<file path="src/rtl/rx_cmd_pkg.sv">
// Shared definitions for the UART command sequencer: opcodes, FSM states
// and the fixed register-file slots used for ALU operands.
package rx_cmd_pkg;

    localparam logic [7:0] CMD_RF_WR   = 8'hAA;
    localparam logic [7:0] CMD_RF_RD   = 8'hBB;
    localparam logic [7:0] CMD_ALU_OP  = 8'hCC;
    localparam logic [7:0] CMD_ALU_NOP = 8'hDD;

    localparam int OPA_ADDR = 0;
    localparam int OPB_ADDR = 1;

    typedef enum logic [2:0] {
        IDLE,
        WR_ADDR,
        WR_DATA,
        RD_ADDR,
        OP_A,
        OP_B,
        ALU_FN
    } state_t;

    // States in which the ALU clock must already be running.
    function automatic logic is_alu_state(input state_t s);
        return (s == OP_A) || (s == OP_B) || (s == ALU_FN);
    endfunction

endpackage

</file>
<file path="src/rtl/rx_cmd_ctrl_if.sv">
// Byte stream from the UART receiver plus the register-file / ALU control
// bundle driven by the command sequencer.
interface rx_cmd_ctrl_if #(
    parameter int DATA_WIDTH = 8,
    parameter int ADDR_WIDTH = 4,
    parameter int FUN_WIDTH  = 4
);
    logic [DATA_WIDTH-1:0] RX_P_DATA;
    logic                  RX_D_VLD;
    logic                  RX_ERR;
    logic                  RF_WrEn;
    logic                  RF_RdEn;
    logic [ADDR_WIDTH-1:0] RF_Address;
    logic [DATA_WIDTH-1:0] RF_WrData;
    logic                  ALU_EN;
    logic [FUN_WIDTH-1:0]  ALU_FUN;
    logic                  CLK_GATE_EN;
    logic                  BUSY;
    logic                  CMD_ERR;

    // Receiver / environment side.
    modport master (
        output RX_P_DATA, RX_D_VLD, RX_ERR,
        input  RF_WrEn, RF_RdEn, RF_Address, RF_WrData,
        input  ALU_EN, ALU_FUN, CLK_GATE_EN, BUSY, CMD_ERR
    );

    // Sequencer side.
    modport slave (
        input  RX_P_DATA, RX_D_VLD, RX_ERR,
        output RF_WrEn, RF_RdEn, RF_Address, RF_WrData,
        output ALU_EN, ALU_FUN, CLK_GATE_EN, BUSY, CMD_ERR
    );
endinterface

</file>
<file path="src/rtl/rx_cmd_ctrl.sv">
// Command sequencer behind the UART receiver: decodes framed write, read
// and ALU commands into one-cycle strobes. Every output is registered.
module rx_cmd_ctrl
    import rx_cmd_pkg::*;
#(
    parameter int DATA_WIDTH = 8,
    parameter int ADDR_WIDTH = 4,
    parameter int FUN_WIDTH  = 4
) (
    input logic          CLK,
    input logic          RST,
    rx_cmd_ctrl_if.slave bus
);

    state_t                state;
    state_t                state_next;
    logic [DATA_WIDTH-1:0] rx_byte;
    logic                  byte_ok;
    logic                  byte_bad;

    // Address byte of a write frame, kept aside so RF_Address only changes
    // together with a strobe.
    logic [ADDR_WIDTH-1:0] addr_hold;

    logic                  wr_en;
    logic                  rd_en;
    logic [ADDR_WIDTH-1:0] address;
    logic [DATA_WIDTH-1:0] wr_data;
    logic                  alu_en;
    logic [FUN_WIDTH-1:0]  alu_fun;
    logic                  clk_gate_en;
    logic                  busy;
    logic                  cmd_err;

    assign rx_byte  = bus.RX_P_DATA;
    assign byte_ok  = bus.RX_D_VLD & ~bus.RX_ERR;
    assign byte_bad = bus.RX_D_VLD &  bus.RX_ERR;

    // State register.
    always_ff @(posedge CLK or negedge RST) begin
        if (!RST) state <= IDLE;
        else      state <= state_next;
    end

    // Next state: one byte consumed per valid strobe, errored bytes abort.
    always_comb begin
        state_next = state;
        if (byte_bad) begin
            state_next = IDLE;
        end else if (byte_ok) begin
            case (state)
                IDLE: begin
                    case (rx_byte)
                        DATA_WIDTH'(CMD_RF_WR):   state_next = WR_ADDR;
                        DATA_WIDTH'(CMD_RF_RD):   state_next = RD_ADDR;
                        DATA_WIDTH'(CMD_ALU_OP):  state_next = OP_A;
                        DATA_WIDTH'(CMD_ALU_NOP): state_next = ALU_FN;
                        default:                  state_next = IDLE;
                    endcase
                end
                WR_ADDR: state_next = WR_DATA;
                WR_DATA: state_next = IDLE;
                RD_ADDR: state_next = IDLE;
                OP_A:    state_next = OP_B;
                OP_B:    state_next = ALU_FN;
                ALU_FN:  state_next = IDLE;
                default: state_next = IDLE;
            endcase
        end
    end

    // Registered outputs: strobes for one cycle, address/data/function held.
    always_ff @(posedge CLK or negedge RST) begin
        if (!RST) begin
            addr_hold   <= '0;
            wr_en       <= 1'b0;
            rd_en       <= 1'b0;
            address     <= '0;
            wr_data     <= '0;
            alu_en      <= 1'b0;
            alu_fun     <= '0;
            clk_gate_en <= 1'b0;
            busy        <= 1'b0;
            cmd_err     <= 1'b0;
        end else begin
            wr_en       <= 1'b0;
            rd_en       <= 1'b0;
            alu_en      <= 1'b0;
            cmd_err     <= 1'b0;
            busy        <= (state_next != IDLE);
            clk_gate_en <= is_alu_state(state_next) || (byte_ok && state == ALU_FN);
            if (byte_bad) begin
                cmd_err <= 1'b1;
            end else if (byte_ok) begin
                case (state)
                    // A valid byte that leaves the FSM in IDLE is not an opcode.
                    IDLE:    cmd_err <= (state_next == IDLE);
                    WR_ADDR: addr_hold <= rx_byte[ADDR_WIDTH-1:0];
                    WR_DATA: begin
                        wr_en   <= 1'b1;
                        address <= addr_hold;
                        wr_data <= rx_byte;
                    end
                    RD_ADDR: begin
                        rd_en   <= 1'b1;
                        address <= rx_byte[ADDR_WIDTH-1:0];
                    end
                    OP_A: begin
                        wr_en   <= 1'b1;
                        address <= ADDR_WIDTH'(OPA_ADDR);
                        wr_data <= rx_byte;
                    end
                    OP_B: begin
                        wr_en   <= 1'b1;
                        address <= ADDR_WIDTH'(OPB_ADDR);
                        wr_data <= rx_byte;
                    end
                    ALU_FN: begin
                        alu_en  <= 1'b1;
                        alu_fun <= rx_byte[FUN_WIDTH-1:0];
                    end
                    default: ;
                endcase
            end
        end
    end

    assign bus.RF_WrEn     = wr_en;
    assign bus.RF_RdEn     = rd_en;
    assign bus.RF_Address  = address;
    assign bus.RF_WrData   = wr_data;
    assign bus.ALU_EN      = alu_en;
    assign bus.ALU_FUN     = alu_fun;
    assign bus.CLK_GATE_EN = clk_gate_en;
    assign bus.BUSY        = busy;
    assign bus.CMD_ERR     = cmd_err;

endmodule
</file>
<file path="src/flat_wrapper.sv">
// flat-port wrapper written by rule: the top's interface ports become plain ports
module rx_cmd_ctrl_flat import rx_cmd_pkg::*;
#(
    parameter int DATA_WIDTH = 8,
    parameter int ADDR_WIDTH = 4,
    parameter int FUN_WIDTH  = 4
)
  (CLK, RST, bus_RX_P_DATA, bus_RX_D_VLD, bus_RX_ERR, bus_RF_WrEn, bus_RF_RdEn, bus_RF_Address, bus_RF_WrData, bus_ALU_EN, bus_ALU_FUN, bus_CLK_GATE_EN, bus_BUSY, bus_CMD_ERR);
  rx_cmd_ctrl_if #(.DATA_WIDTH(DATA_WIDTH), .ADDR_WIDTH(ADDR_WIDTH), .FUN_WIDTH(FUN_WIDTH)) bus_i ();
  input logic CLK;
  input logic RST;
  input wire logic [$bits(bus_i.RX_P_DATA)-1:0] bus_RX_P_DATA;
  input wire logic [$bits(bus_i.RX_D_VLD)-1:0] bus_RX_D_VLD;
  input wire logic [$bits(bus_i.RX_ERR)-1:0] bus_RX_ERR;
  output wire logic [$bits(bus_i.RF_WrEn)-1:0] bus_RF_WrEn;
  output wire logic [$bits(bus_i.RF_RdEn)-1:0] bus_RF_RdEn;
  output wire logic [$bits(bus_i.RF_Address)-1:0] bus_RF_Address;
  output wire logic [$bits(bus_i.RF_WrData)-1:0] bus_RF_WrData;
  output wire logic [$bits(bus_i.ALU_EN)-1:0] bus_ALU_EN;
  output wire logic [$bits(bus_i.ALU_FUN)-1:0] bus_ALU_FUN;
  output wire logic [$bits(bus_i.CLK_GATE_EN)-1:0] bus_CLK_GATE_EN;
  output wire logic [$bits(bus_i.BUSY)-1:0] bus_BUSY;
  output wire logic [$bits(bus_i.CMD_ERR)-1:0] bus_CMD_ERR;
  assign bus_i.RX_P_DATA = bus_RX_P_DATA;
  assign bus_i.RX_D_VLD = bus_RX_D_VLD;
  assign bus_i.RX_ERR = bus_RX_ERR;
  assign bus_RF_WrEn = bus_i.RF_WrEn;
  assign bus_RF_RdEn = bus_i.RF_RdEn;
  assign bus_RF_Address = bus_i.RF_Address;
  assign bus_RF_WrData = bus_i.RF_WrData;
  assign bus_ALU_EN = bus_i.ALU_EN;
  assign bus_ALU_FUN = bus_i.ALU_FUN;
  assign bus_CLK_GATE_EN = bus_i.CLK_GATE_EN;
  assign bus_BUSY = bus_i.BUSY;
  assign bus_CMD_ERR = bus_i.CMD_ERR;
  rx_cmd_ctrl #(.DATA_WIDTH(DATA_WIDTH), .ADDR_WIDTH(ADDR_WIDTH), .FUN_WIDTH(FUN_WIDTH)) u_core (.CLK(CLK), .RST(RST), .bus(bus_i));
endmodule
</file>
<file path="config.mk">
export PLATFORM = sky130hd
export DESIGN_NAME = rx_cmd_ctrl_flat
export DESIGN_NICKNAME = d
export VERILOG_FILES = /design/src/rtl/rx_cmd_pkg.sv /design/src/rtl/rx_cmd_ctrl_if.sv /design/src/rtl/rx_cmd_ctrl.sv /design/src/flat_wrapper.sv
export SDC_FILE = /design/constraint.sdc
export NUM_CORES = 1
export LEC_CHECK = 0
export CAP_MARGIN = 40
export CORE_ASPECT_RATIO = 1.75
export CORE_UTILIZATION = 45
export CTS_BUF_LIST = sky130_fd_sc_hd__clkbuf_8
export CTS_CLUSTER_SIZE = 28
export DETAILED_ROUTE_END_ITERATION = 8
export GPL_ROUTABILITY_DRIVEN = 1
export PLACE_DENSITY_LB_ADDON = 0.08
export SLEW_MARGIN = 20
export SYNTH_ARGS = -nofsm -noshare
export SYNTH_HDL_FRONTEND = slang
export SYNTH_SLANG_ARGS = --single-unit
</file>
<file path="constraint.sdc">
create_clock -name CLK -period 2 [get_ports CLK]
set_clock_uncertainty 0.2 [all_clocks]
set_input_delay 0.6 -clock CLK [delete_from_list [all_inputs] [get_ports CLK]]
set_output_delay 0.6 -clock CLK [all_outputs]
set_load 0.02 [all_outputs]
</file>
==> reports/qor.yml, run 1 <==
synth_nets: 131
place_area_um2: 1830
yosysTopAreaCell: "dfrtp_1"
p_per_area_nw_per_um2: 750
drcViolationCount: 2
worstMarginPinSlew_ps: 477
critPathBufInv: 1
synth-warning-count: 0
arrival_ps: 1900
synthDistinctLibCells: 32
cts_root_buf: "clkbuf_8"
drtIter0Drc: 12
dp_cells: 192
vias: 1072
post-dp-hpwl_um: 2180
wl_per_cell_um: 14.6
h-tree-depth: 2
ys_seq_elements: 29
vias_per_cell: 5.33
ioPinCount: 34
fmax_mhz: 519
grt_max_degree: 30
syn_inst: 117
gp_congestion: 0.802
finalWorstSetupSlack_ps: 71.5
min_path_type: "reg2reg"
post-synth-top-area-fraction: 0.533
finalCriticalPeriod_ps: 1930
path_delay_family: "compound AO/OA/AOI/OAI gates"
grt_pass1_vias: 1099
fin_setup_tns_ps: 0
core-area_um2: 2900
wl_um: 2930
grtUsageTotal: 0.209
die_y_um: 74.8
maxCapViolations: 0
synthTopCellsByArea: "dfrtp_1, mux2_2, nand2_1"
rsz0062_at_grt: "no"
cts_tree: "yes"
grt_overflow: 0
cpPeakStageDelay_ps: 400
die_x_um: 43.6
layout.nets: 187
dp_slack_ps: -470
ctsHoldBuffers: 0
diodes: 0
slew_headroom: 0.681
numCtsBuffers: 5
power_leakage_nw: 1.05
clk-insertion-delay-late_ps: 280
start_util: 0.470
layout-drive-gt1-share: 0.272
antenna_found_initial: 0
cts.sinks: 29
fin_util: 0.671
hold_viol: 0
clockBufferDepth: 2
fin_area_um2: 1940
fp.dieArea_um2: 3260
cp-start-kind: "input port"
crit_fanout: 3
slew_viol_final: 0
ir_drop_mv: 0.609
cts.clk_slew.worst_paths_ps: 60
io_buffers: 33
path_class: "in2reg"
ant_nets: 0
whs_ps: 267
crit_chain: "dlygate4sd2_1, nand4bb_4, a2111oi_4, nand3_1, a22oi_1, nor2_1"
grt_pass1_wl_um: 4910
finalSetupViolations: 0
fin_crit_sh: 0.964
drt_first_pass_iters: 6
cp_data_required_time_ps: 1970
netlist_area_um2: 1360
area_growth_pct: 42.7
end_kind: "flop"
p_total_mw: 1.46
critPathSlowestCell: "a2111oi_4"
finalNonFillerCells: 201
status: "finished with violations"
violations: "DRC"
syn_area_per_cell_um2: 11.6
fp-row-count: 26
ys_seq_area_frac: 0.533
-- cell type report --
cell class                 count  area (um^2)
inverter                       6         22.5
clock buffer                   6         82.6
sequential                    29          727
fill                         239          952
multi-input combinational     80          636
timing repair buffer          51          437
clock inverter                 1         3.75
tap                           28         35.0
-- placed cells by master (no fill, tap or decap), drive strengths merged, types with 2 or more instances in the layout --
| cell type | n |
|---|---|
| ha | 2 |
| clkbuf | 6 |
| a21oi | 4 |
| dlygate4sd2 | 29 |
| dfrtp | 29 |
| a2111oi | 2 |
| nor2 | 3 |
| nand2 | 23 |
| o21ai | 8 |
| mux2 | 12 |
| nor3b | 2 |
| inv | 7 |
| nand3 | 2 |
| nand4bb | 2 |
| nand4 | 2 |
| o21a | 2 |
| and3b | 3 |
| nand2b | 2 |
| buf | 18 |
| nor2b | 2 |
| dlymetal6s2s | 3 |
-- per-layer routing --
metal  GRT usage  share of wire  routed length, um
met5           0              0                  0
met4       0.115          0.026                 75
met3      0.0432          0.042                122
met2       0.376           0.55               1620
met1       0.220           0.38               1110
-- path summary, 6_finish.rpt --
kind	start	end	slack [ps]	cells after the start
setup / recovery	bus_RX_P_DATA[1]	u_core.bus.CLK_GATE_EN	70	6
hold / removal	u_core.bus.ALU_FUN[3]	u_core.bus.ALU_FUN[3]	270	2
setup reg to reg	u_core.state[1]	u_core.bus.CMD_ERR	150	6
hold reg to reg	u_core.bus.ALU_FUN[3]	u_core.bus.ALU_FUN[3]	270	2
max in group asynchronous	RST	u_core.state[2]	820	2
min in group asynchronous	RST	u_core.bus.RF_RdEn	500	2
-- registers in the layout, summed over array words and instances, names as in the netlist, 3 cells and up --
register / flops
u_core.state: 3
u_core.bus.RF_WrData: 8
u_core.bus.RF_Address: 4
u_core.bus.ALU_FUN: 4
u_core.addr_hold: 4
-- worst reg2reg max path: stages (launching register included) --
cell       delay, ps
dfrtp_1          390
buf_4            170
nor3b_4          200
nand4_1          170
o31ai_4          340
a2111oi_1         90
o21a_1           170
-- report_power, final --
part | internal [mW] | total, mW | leakage [nW] | switching (mW)
sequential | 0.651 | 0.681 | 0.391 | 0.0291
combinational | 0.144 | 0.302 | 0.613 | 0.158
clock | 0.267 | 0.474 | 0.0485 | 0.207
total | 1.06 | 1.46 | 1.05 | 0.394
-- cell families after synthesis --
kind of cell,share of synthesized area
AOI/OAI and AO/OA,0.113
and+or+nand+nor,0.195
buffers and inverters,0.0276
muxes,0.107
DFF,0.533
xor gates and xnor gates,0.00643
adders and majority gates,0.0184
-- Yosys cell counts --
library cell and count:
dfrtp_1 29, nand2_1 23, mux2_2 12, inv_1 6, o21ai_0 5, a21oi_1 4, and3b_1 3, nor2_1 3
ha_1 2, nand2b_1 2, nand3_1 2, nand4_1 2, nand4bb_4 2, nor2b_1 2, o21a_1 2, o21ai_2 2
a2111oi_1 1, a2111oi_2 1, a221oi_1 1, a22oi_1 1, a2bb2oi_1 1, and3_1 1, buf_6 1, clkbuf_1 1
mux2i_1 1, nor3b_1 1, nor3b_2 1, o21ai_1 1, o31ai_4 1, or2_1 1, or3_1 1, xnor2_1 1
-- timing repair --
| item | 4_1_cts | 5_1_grt |
|---|---|---|
| endpoints found under the setup margin | 24 | 10 |
| gates resized for setup | 33 | 6 |
| pin swaps | 5 | 1 |
| buffers inserted | 2 | 0 |
No activity file was read; power rests on OpenSTA's default activity.
==> run 2, diff against run 1 <==
--- a/config.mk
+++ b/config.mk
@@ -5,7 +5,7 @@
 export SDC_FILE = /design/constraint.sdc
 export NUM_CORES = 1
 export LEC_CHECK = 0
-export CAP_MARGIN = 40
+export CAP_MARGIN = 30
 export CORE_ASPECT_RATIO = 1.75
 export CORE_UTILIZATION = 45
 export CTS_BUF_LIST = sky130_fd_sc_hd__clkbuf_8
==> results of run 2 <==
The final DEF is identical to that of run 1; final timing and power are the same.
==> run 3, diff against run 2 <==
--- a/config.mk
+++ b/config.mk
@@ -6,8 +6,10 @@
 export NUM_CORES = 1
 export LEC_CHECK = 0
 export CAP_MARGIN = 30
+export CELL_PAD_IN_SITES_DETAIL_PLACEMENT = 1
+export CELL_PAD_IN_SITES_GLOBAL_PLACEMENT = 1
 export CORE_ASPECT_RATIO = 1.75
-export CORE_UTILIZATION = 45
+export CORE_UTILIZATION = 35
 export CTS_BUF_LIST = sky130_fd_sc_hd__clkbuf_8
 export CTS_CLUSTER_SIZE = 28
 export DETAILED_ROUTE_END_ITERATION = 8
==> run 3 against run 2 <==
The flow now finishes without violations. Clock power is 6.3% lower. Setup slack gained 9.3 ps. Sequential share of layout area shrank 1.3 points. Via count increased by 4.6%. Total power down 0.99%. Design area grew 3.5%. Highest routed layer unchanged.
==> reports/qor.yml, run 3 (synthesis results as in run 1) <==
whs_path_depth: 2  # unchanged
grt_pass1_vias: 1307  # +19%
slew_viol_final: 0  # unchanged
path_class: "in2reg"
die_x_um: 49.1  # +13%
layout-drive-gt1-share: 0.306  # +0.0339
cts_tree: "yes"
rsz0062_at_grt: "no"
arrival_ps: 1930  # +30 ps
ff2ff_setup_slack_ps: 130  # -20 ps
fmax_mhz: 521  # +0.48%
crit_fanout: 3  # unchanged
die_y_um: 84.5  # +13%
ioPinCount: 34  # unchanged
h-tree-depth: 2  # unchanged
core-area_um2: 3660  # +27%
cp-start-kind: "input port"
path_delay_family: "simple AND/OR/NAND/NOR gates"
hold_viol: 0  # unchanged
rr_endpoint: "u_core.bus.CLK_GATE_EN"
antenna_found_initial: 0  # unchanged
slew_headroom: 0.766  # +0.0843
diodes: 0  # unchanged
status: "finished clean"
ff2ff_path_depth: 7  # +1
largest_reg_flops: 8  # unchanged
grt_max_degree: 30  # unchanged
nFillCells: 423  # +77%
cts.sinks: 29  # unchanged
end_kind: "flop"
gp_congestion: 0.819  # +2.1%
post-dp-hpwl_um: 2650  # +22%
crit_chain: "dlygate4sd2_1, nor3b_4, nand4_1, o31ai_4, buf_4, nor2_1, nor2_1"
clk-insertion-delay-late_ps: 280  # about the same
p_per_area_nw_per_um2: 717  # -4.4%
whs_ps: 273  # +5.95 ps
ant_nets: 0  # unchanged
vias: 1121  # +4.6%
cpPeakStageDelay_ps: 340  # -60 ps
clockBufferDepth: 2  # unchanged
holdPathEnd: "u_core.bus.RF_Address[3]"
fin_crit_sh: 0.960  # -0.00463
io_buffers: 33  # unchanged
drtIter0Drc: 13  # +1
crit_cells: 7  # +1
fin_util: 0.549  # -0.122
timing.rr.start: "u_core.state[1]"
min_path_type: "reg2reg"
p_total_mw: 1.44  # -0.99%
cts.clk_slew.worst_paths_ps: 60  # about the same
ir_drop_mv: 0.595  # -2.3%
place_area_um2: 1900  # +4.0%
wl_per_cell_um: 15.9  # +9.1%
numCtsBuffers: 5  # unchanged
start_util: 0.371  # -0.0987
area_growth_pct: 47.8
vias_per_cell: 4.96  # -7.0%
critPathSlowestCell: "o31ai_4"
power_leakage_nw: 1.08  # +2.4%
finalSetupViolations: 0  # unchanged
grt_pass1_wl_um: 6180  # +26%
most-common-layout-cells: "dlygate4sd2_1, dfrtp_1, buf_4, nand2_1, mux2_2"
wl_um: 3590  # +23%
critPathBufInv: 2  # +1
grtUsageTotal: 0.202  # -0.00676
drt_first_pass_iters: 4  # -2
finalCriticalPeriod_ps: 1920  # -9.27 ps
drcViolationCount: 0  # -2
path_common_cell: "nor2_1"
grt_overflow: 0  # unchanged
maxCapViolations: 0  # unchanged
fp-row-count: 29  # +12%
cts_root_buf: "clkbuf_8"
fp.dieArea_um2: 4150  # +27%
hold_start: "u_core.bus.RF_Address[3]"
fin_area_um2: 2010  # +3.5%
cp_data_required_time_ps: 2010  # +40 ps
worstMarginPinSlew_ps: 350  # -127 ps
layout.nets: 193  # +3.2%
run 3: cell types whose count changed in the layout (fill, tap and decap cells not counted), sizes merged:
cell          before  now
inv                7    9
dlymetal6s2s       3    1
clkbuf             6    7
buf               18   24
run 3: timing repair:
item / 4_1_cts / 5_1_grt
pin swaps: 6 / 4
setup endpoints to repair: 34 / 10
buffers inserted: 2 / 1
hold buffers: 0 / 0
gates resized for setup: 35 / 9
run 3: area by class of cell:
class | instances | area, um^2 | share of cell area
flip-flops and latches | 29 | 726 | 0.361
clock inverters | 3 | 11.3 | 0.00560
clock buffers | 5 | 68.8 | 0.0342
multi-input cells | 80 | 647 | 0.322
inverters | 6 | 22.5 | 0.0112
repair buffers | 57 | 479 | 0.238
well taps | 46 | 57.6 | 0.0286
run 3: worst register-to-register path, delay by kind of cell, from the launching register on:
kind                   cells  cell delay, ps
AND/OR/NAND/NOR            4             550
flip-flops                 1             370
AO/OA/AOI/OAI              1             340
buffers and inverters      2             330
run 3: worst max-delay path by stage:
stage	end	startpoint	slack [ps]
2_1_floorplan	u_core.bus.BUSY	u_core.state[1]	140
3_3_place_gp	u_core.bus.CMD_ERR	bus_RX_P_DATA[0]	-420
3_5_place_dp	u_core.bus.CLK_GATE_EN	bus_RX_P_DATA[2]	-500
4_1_cts	u_core.bus.RF_WrData[3]	u_core.state[0]	10
5_1_grt	u_core.bus.BUSY	bus_RX_P_DATA[4]	9
6_report	u_core.bus.CLK_GATE_EN	bus_RX_ERR	80
run 3: stage by stage:
step | cells | TNS [ps] | setup WS, ps
detailed placement | 215 | -7520 | -497
CTS | 225 | 0 | 11.7
global placement | 215 | -7620 | -425
global route | 226 | 0 | 8.68
floorplan | 117 | 0 | 136
finish | 226 | 0 | 80.8
run 3: per-layer routing:
| metal | share of wire | GRT usage |
|---|---|---|
| met3 | 0.034 | 0.0380 |
| met2 | 0.58 | 0.387 |
| met5 | 0 | 0 |
| met4 | 0.027 | 0.107 |
| met1 | 0.36 | 0.193 |
run 3: power by group:
group          total (mW)  switching [mW]  internal [mW]  leakage [nW]
combinational       0.318           0.166          0.152         0.632
clock               0.444           0.213          0.231        0.0519
sequential          0.680          0.0291          0.651         0.392
